<file path="config.mk">
export PLATFORM = sky130hd
export DESIGN_NAME = trng_word_reader
export DESIGN_NICKNAME = d
export VERILOG_FILES = /design/src/rtl/trng_word_reader.sv
export SDC_FILE = /design/constraint.sdc
export NUM_CORES = 1
export LEC_CHECK = 0
export BUFFER_PORTS_ARGS = -buffer_cell sky130_fd_sc_hd__buf_2
export CAP_MARGIN = 15
export CELL_PAD_IN_SITES_DETAIL_PLACEMENT = 0
export CELL_PAD_IN_SITES_GLOBAL_PLACEMENT = 1
export CORE_ASPECT_RATIO = 0.9
export CORE_UTILIZATION = 50
export DETAILED_ROUTE_END_ITERATION = 8
export PLACE_DENSITY = 0.8
export SLEW_MARGIN = 20
export SYNTH_ARGS = -nofsm -noshare
export SYNTH_HDL_FRONTEND = slang
export SYNTH_SLANG_ARGS = --single-unit
</file>
<file path="constraint.sdc">
create_clock -name clk -period 5.3 [get_ports clk]
set_clock_uncertainty 0.2 [all_clocks]
set_input_delay 0.795 -clock clk [delete_from_list [all_inputs] [get_ports clk]]
set_output_delay 0.795 -clock clk [all_outputs]
set_load 0.03 [all_outputs]
</file>
<file path="src/rtl/trng_word_reader.sv">
// Packs the serial TRNG bit stream LSB-first into WORD_W-bit words and buffers them for a valid/ready host.
// Optional repetition-count health test is enabled with `define TRNG_RCT_EN.
module trng_word_reader #(
  parameter int WORD_W     = 16,
  parameter int DEPTH      = 4,
  parameter int RCT_CUTOFF = 32
) (
  input  logic              clk,
  input  logic              reset,
  input  logic              bit_valid,
  input  logic              bit_in,
  input  logic              word_ready,
  output logic              word_valid,
  output logic [WORD_W-1:0] word,
  output logic [7:0]        drop_count,
  output logic              health_fail
);

  localparam int CNT_W = $clog2(WORD_W);
  localparam int PTR_W = $clog2(DEPTH);
  localparam logic [CNT_W-1:0] LAST_BIT = CNT_W'(WORD_W - 1);
  localparam logic [PTR_W:0]   OCC_FULL = (PTR_W + 1)'(DEPTH);
  localparam logic [7:0]       CUTOFF   = 8'(RCT_CUTOFF);

  logic [CNT_W-1:0]  bit_cnt;
  logic [WORD_W-1:0] shift_reg;
  logic [WORD_W-1:0] assembled;
  logic [WORD_W-1:0] mem [DEPTH];
  logic [PTR_W-1:0]  wr_ptr;
  logic [PTR_W-1:0]  rd_ptr;
  logic [PTR_W:0]    occ;
  logic              word_done;
  logic              fail_gate;
  logic              push_req;
  logic              push_ok;
  logic              pop;

  // The word offered to the FIFO already includes the bit accepted on this edge.
  always_comb begin
    assembled = shift_reg;
    assembled[bit_cnt] = bit_in;
  end

  assign word_done = bit_valid && (bit_cnt == LAST_BIT);
  assign push_req  = word_done && !fail_gate;
  assign pop       = word_valid && word_ready;
  assign push_ok   = push_req && ((occ < OCC_FULL) || pop);

  assign word_valid = (occ != '0);
  assign word       = word_valid ? mem[rd_ptr] : '0;

  always_ff @(posedge clk) begin
    if (reset) begin
      bit_cnt   <= '0;
      shift_reg <= '0;
    end else if (bit_valid) begin
      if (word_done) begin
        bit_cnt   <= '0;
        shift_reg <= '0;
      end else begin
        bit_cnt   <= bit_cnt + 1'b1;
        shift_reg <= assembled;
      end
    end
  end

  always_ff @(posedge clk) begin
    if (push_ok) mem[wr_ptr] <= assembled;
  end

  always_ff @(posedge clk) begin
    if (reset) begin
      wr_ptr     <= '0;
      rd_ptr     <= '0;
      occ        <= '0;
      drop_count <= '0;
    end else begin
      if (push_ok) wr_ptr <= wr_ptr + 1'b1;
      if (pop) rd_ptr <= rd_ptr + 1'b1;
      if (push_ok && !pop) occ <= occ + 1'b1;
      else if (pop && !push_ok) occ <= occ - 1'b1;
      if (push_req && !push_ok && (drop_count != 8'hFF)) drop_count <= drop_count + 1'b1;
    end
  end

`ifdef TRNG_RCT_EN
  logic [7:0] run_cnt;
  logic [7:0] run_next;
  logic       last_bit;
  logic       fail_now;

  // run_cnt of 0 means no bit has been accepted since reset.
  always_comb begin
    if ((run_cnt != 8'd0) && (bit_in == last_bit))
      run_next = (run_cnt == 8'hFF) ? run_cnt : run_cnt + 8'd1;
    else
      run_next = 8'd1;
  end

  assign fail_now  = health_fail || (bit_valid && (run_next >= CUTOFF));
  assign fail_gate = fail_now;

  always_ff @(posedge clk) begin
    if (reset) begin
      run_cnt     <= 8'd0;
      last_bit    <= 1'b0;
      health_fail <= 1'b0;
    end else begin
      if (bit_valid) begin
        run_cnt  <= run_next;
        last_bit <= bit_in;
      end
      health_fail <= fail_now;
    end
  end
`else
  logic unused_cutoff;
  assign unused_cutoff = ^CUTOFF;
  assign fail_gate     = 1'b0;
  assign health_fail   = 1'b0;
`endif

endmodule

</file>
== Yosys cells after proc, flatten, opt, wreduce, memory -nomap -nowiden ==
Memories as Yosys holds them, arrays and structs flattened. A register that Yosys moved wholly into a read port is not among the register bits.
Cells that the tools add are included.

* Add/subtract/negate cells: 6
* Magnitude comparators: 3
* Eq/ne operators: 2
* Mux-type cells: 12
* Reduce and logical (&&, ||, !) cells: 13

{| class="wikitable"
|+ Operators by type and width
! cell !! count
|-
| 16-bit 2-to-1 mux || 2
|-
| 16-bit bitwise mux || 1
|-
| 8-bit by 1-bit adder with 8-bit output (second input constant) || 1
|-
| 1-bit logical AND || 8
|-
| 8-bit != test (second input constant) || 1
|-
| 3-bit 2-to-1 mux || 2
|-
| 4-bit by 5-bit less-than comparator with 1-bit output (second input constant) || 1
|-
| 2-bit by 1-bit adder with 2-bit output (second input constant) || 2
|-
| 4-bit by 1-bit adder with 4-bit output (second input constant) || 1
|-
| 1-bit demux with 4-bit select || 1
|-
| 4-bit == test (second input constant) || 1
|-
| 4-bit by 1-bit >= comparator with 1-bit output (second input constant) || 1
|-
| 2-bit 2-to-1 mux || 2
|-
| 4-bit 2-to-1 mux || 1
|-
| 3-bit by 1-bit adder with 3-bit output (second input constant) || 1
|-
| 3-bit less-than comparator (second input constant) || 1
|-
| 1-bit 2-to-1 mux || 3
|-
| 3-bit nonzero test || 1
|-
| 3-bit by 1-bit subtractor with 3-bit output (second input constant) || 1
|-
| 1-bit logical NOT || 2
|-
| 2-bit nonzero test || 1
|-
| 1-bit logical OR || 1
|}

* Register bits after elaboration: 35
* Memory bits (writable): 64
* Bits of input ports: 5
* Output and inout bits: 26
* Word-level logic and storage cells: 43
* Memories kept: 1

{| class="wikitable"
|+ Memory list
! name !! words !! bits a word !! read ports !! clocked after Yosys merged registers in !! wr ports !! RTL line !! source
|-
| mem || 4 || 16 || 1 || 1 || 1 || 28 || <nowiki>logic [WORD_W-1:0] mem [DEPTH];</nowiki>
|}

== Depth between registers and ports, before layout ==
* Depth in word-level cells: 8
* Depth in mapped cells: 11
* Gate-level depth less buffers: 9

== Worst setup path after synthesis ==
Ideal clock, no wire load.

* Kind: in2reg
* From: input port bit_valid
* To: register occ[2]
* Library setup time: 70 ps
* Arrival time: 2,518 ps
* Required time: 5,030 ps
* Slack: 2,512 ps
* Stages on the path: 10
* Path buffers: 2
* Path through: buf_4 -> nand4_4 -> nor2b_1 -> buf_2 -> ha_1 -> inv_1 -> fa_1 -> xor2_1 -> or3_1 -> a21oi_1

* Word-level cells in the longest chain between the ends: 5
* Elaborated cells between the ends (all ways): 7
* Those cells by class: 1 x mux; 6 x reduce/logical

{| class="wikitable"
|+ Ends and longest elaborated chain
! item !! RTL line !! source
|-
| start: declaration || 10 || <nowiki>input logic bit_valid,</nowiki>
|-
| 1-bit logical AND * || 44 || <nowiki>assign word_done = bit_valid && (bit_cnt == LAST_BIT);</nowiki>
|-
| 1-bit logical AND * || 47 || <nowiki>assign push_ok = push_req && ((occ < OCC_FULL) || pop);</nowiki>
|-
| via push_ok || 35 || <nowiki>logic push_ok;</nowiki>
|-
| 1-bit logical NOT || 81 || <nowiki>else if (pop && !push_ok) occ <= occ - 1'b1;</nowiki>
|-
| 1-bit logical AND || 81 ||
|-
| 2-bit nonzero test (no line) || n/a ||
|-
| end signal: assignment || 80 || <nowiki>if (push_ok && !pop) occ <= occ + 1'b1;</nowiki>
|-
| end signal: assignment || 81 ||
|-
| end: declaration || 31 || <nowiki>logic [PTR_W:0] occ;</nowiki>
|}

Mark *: on every way through the listed nets, which the timed path passes. The rest lies on a longest branch.
A chain may end at the register's enable or synchronous reset.

== Worst setup path after layout ==
* From: register bit_cnt[0]
* To: register occ[2]

* Word-level cells in the longest chain between the ends: 6
* Elaborated cells between the ends (all ways): 8
* Those cells by class: 1 x eq/ne; 1 x mux; 6 x reduce/logical

{| class="wikitable"
|+ Ends and longest elaborated chain
! item !! RTL line !! source
|-
| start: declaration || 25 || <nowiki>logic [CNT_W-1:0] bit_cnt;</nowiki>
|-
| start signal: assignment || 61 || <nowiki>bit_cnt <= bit_cnt + 1'b1;</nowiki>
|-
| 4-bit == test * || 44 ||
|-
| 1-bit logical AND * || 44 ||
|-
| 1-bit logical AND * || 47 ||
|-
| 1-bit logical NOT || 81 ||
|-
| 1-bit logical AND || 81 ||
|-
| 2-bit nonzero test (no line) || n/a ||
|}

Mark *: on every way between the ends. The rest lies on a longest branch, timed or not.

==> impl_results.md <==
* Worst Max-Slew Pin Slew at roughly 0.94 ns
* WP data arrival at approximately 3.3 ns
* Clock Sinks at 101
* CTS max path bufs at 2
* Die ar. at between 9000 and 10,000 sq um
* EDFF count, synth at 64
* Initial DRC Count at between 60 and 70
* Largest net degree at the start of global routing at 28
* Syn Area/Cell at between 10 and 15 sq um
* Post-synthesis sequential area ratio at 0.596
* Worst vdd ir at roughly 0.12 mV
* Post-synth design cell area at between 4000 and 5000 sq um
* Vert. Die Dim at 91.7 um
* Syn_nets at approximately 350
* Synth-to-layout area growth at 7.95%
* Clock transition at path regs at 0.09 ns
* RSZ-0062 raised after global routing: no
* CTS Hold Bufs at 0
* DRT Pass-1 Iters at 4
* Max reg flops at 64
* Row Count at 32
* CP Launch Type: flip-flop
* Ant diodes at 0
* Hold slack at around 0.25 ns
* Fin crit share at 0.602
* Status: completed
* Total grt overflow at 0
* Cts repair resizes at 0
* Fill cells at about 700
* Top-Level Pins at 31
* CORE AREA at roughly 8600 sq um
* WL per Instance at approximately 15 um
* Top-area cell type share of the netlist area at 0.430
* CP Max Fanout at 10
* Total global-route track usage at 0.175
* Commonest non-fill, non-tap cell in the layout: edfxtp_1
* Setup CP Type: reg2reg
* Layout cells sized above 1 at 0.223
* DR DRC count at 0
* Power per cell area at around 290 nW/um^2
* Final non-filler cell total at ~470
* CP endpoint kind: flip-flop
* Commonest non-fill, non-tap cells in the layout: 64 x edfxtp_1, 36 x dfxtp_1, 29 x buf_2
* Clock Latency Late Sink at 0.35 ns
* Max-slew violation count at 0
* Vias per cell at about 5.3
* Final ANT Viol Nets at 0
* Root Buffer Master: clkbuf_8
* CTS tree: done
* Synth warn at 0
* Synth async-reset ratio at 0
* Routed wire length at roughly 7300 um
* Synthesized flop and latch total at approximately 100
* Max Clk Rate at about 0.31 GHz
* Post CTS Setup Buffer Count at 0
* Final Net Count at approximately 370
* Register area at between 2000 and 3000 sq um
* Pwr Total at between 1000 and 1500 uW
* Post-DP HPWL at ~4700 um
* H-Tree Depth at 3
* Area of the multi-input gates at 1590 sq um
* Pleak at 0.00171 uW
* Leading area contributor after synthesis: edfxtp_1
* DR vias at 2,525
* Maxcap violations at 0
* Initial Utilization at 0.519
* Period minus WS final at approximately 3.2 ns
* Count of different cell masters after synthesis at 46
* Hold Violations, Final at 0
* Final setup fails at 0
* Cells after synthesis at 330
* Slew margin rel. at 0.373
* CTS buffer count at 9
* Vias in the first global route at between 2,000 and 2,500
* Worst hold path type: reg2reg
* Setup tns final at 0 ns
* Die W at roughly 100 um
* First-pass GRT wire length at about 12,000 um
* Worst EP required at ~5.4 ns
* I/O Buffers at 29
* Routability cong. at 0.761
* Initial antenna violation count at 0
* DP Cell Count at 458
* Top_reg_cell synth: edfxtp_1
* Largest cells by area after synthesis: edfxtp_1 43%, dfxtp_1 17%, mux4_2 7.6%, mux2_2 3.0%, and2_1 2.8%
## worst max-delay path, cell delays in order, from the launching register on
cell and delay [ns]:
dfxtp_1 0.46, ha_1 0.46, nand4_4 0.22, nor2b_1 0.46, ha_1 0.28, inv_1 0.06, fa_1 0.37, xor2_1 0.15
or3_1 0.30, a21oi_1 0.15
## routing by layer
metal	global-route usage	share of wire	wire length (um)	up-vias
met5	0	0	0	-
met4	0.0616	0.013	94	0
met3	0.0396	0.037	273	8
met2	0.267	0.45	3290	53
met1	0.246	0.50	3670	1226
li1	-	-	-	1238
## path summary, 6_finish.rpt
path                              startpoint                          to  slack [ns]  cells past startpoint
setup reg to reg     bit_cnt[0]$_SDFFE_PP0P_         occ[2]$_SDFFE_PP0P_        2.11                      9
hold reg to reg   shift_reg[13]$_SDFFE_PP0P_  shift_reg[13]$_SDFFE_PP0P_        0.25                      2
setup / recovery     bit_cnt[0]$_SDFFE_PP0P_         occ[2]$_SDFFE_PP0P_        2.11                      9
hold / removal    shift_reg[13]$_SDFFE_PP0P_  shift_reg[13]$_SDFFE_PP0P_        0.25                      2
## stage by stage
step,utilization,setup slack [ns],instance area [sq um]
global placement,0.536,2.13,4620
detailed placement,0.536,2.02,4620
global route,0.561,1.90,4830
finish,0.561,2.11,4830
CTS,0.560,1.82,4820
floorplan,-,2.51,4470
## Yosys cell counts (8+ instances only)
master	count
mux2_2	12
dfxtp_1	37
ha_1	10
mux4_2	15
nand2_1	20
o22ai_1	13
inv_1	18
a21oi_1	16
nor2_1	17
edfxtp_1	64
and2_1	20
nand3_1	8
## power by group
group / internal (uW) / total [uW] / switching [uW]
Sequential: 831 / 834 / 3.61
Combinational: 14.9 / 43.6 / 28.6
Clock: 265 / 508 / 243
Total: 1110 / 1390 / 275
## cell families (layout without fill, tap and decap cells)
| logic type | after synthesis | count (layout) | synth area share |
|---|---|---|---|
| buffers and inverters | 38 | 63 | 0.0484 |
| AND/OR/NAND/NOR | 90 | 90 | 0.115 |
| XOR/XNOR | 6 | 6 | 0.0118 |
| AO/OA/AOI/OAI | 44 | 44 | 0.0585 |
| other | 1 | 1 | 0.000839 |
| adder cells (fa/ha/maj) | 11 | 11 | 0.0325 |
| multiplexers | 39 | 39 | 0.138 |
| flip-flops | 101 | 101 | 0.596 |
## cell type report
cell class | count | share of cell area
clock buffers | 11 | 0.0272
clock inverters | 5 | 0.0161
inverters | 18 | 0.0140
multi-input cells | 191 | 0.330
flip-flops and latches | 101 | 0.552
well taps | 119 | 0.0309
repair buffers | 29 | 0.0301
Note: power is estimated with default switching activity, not from simulation.
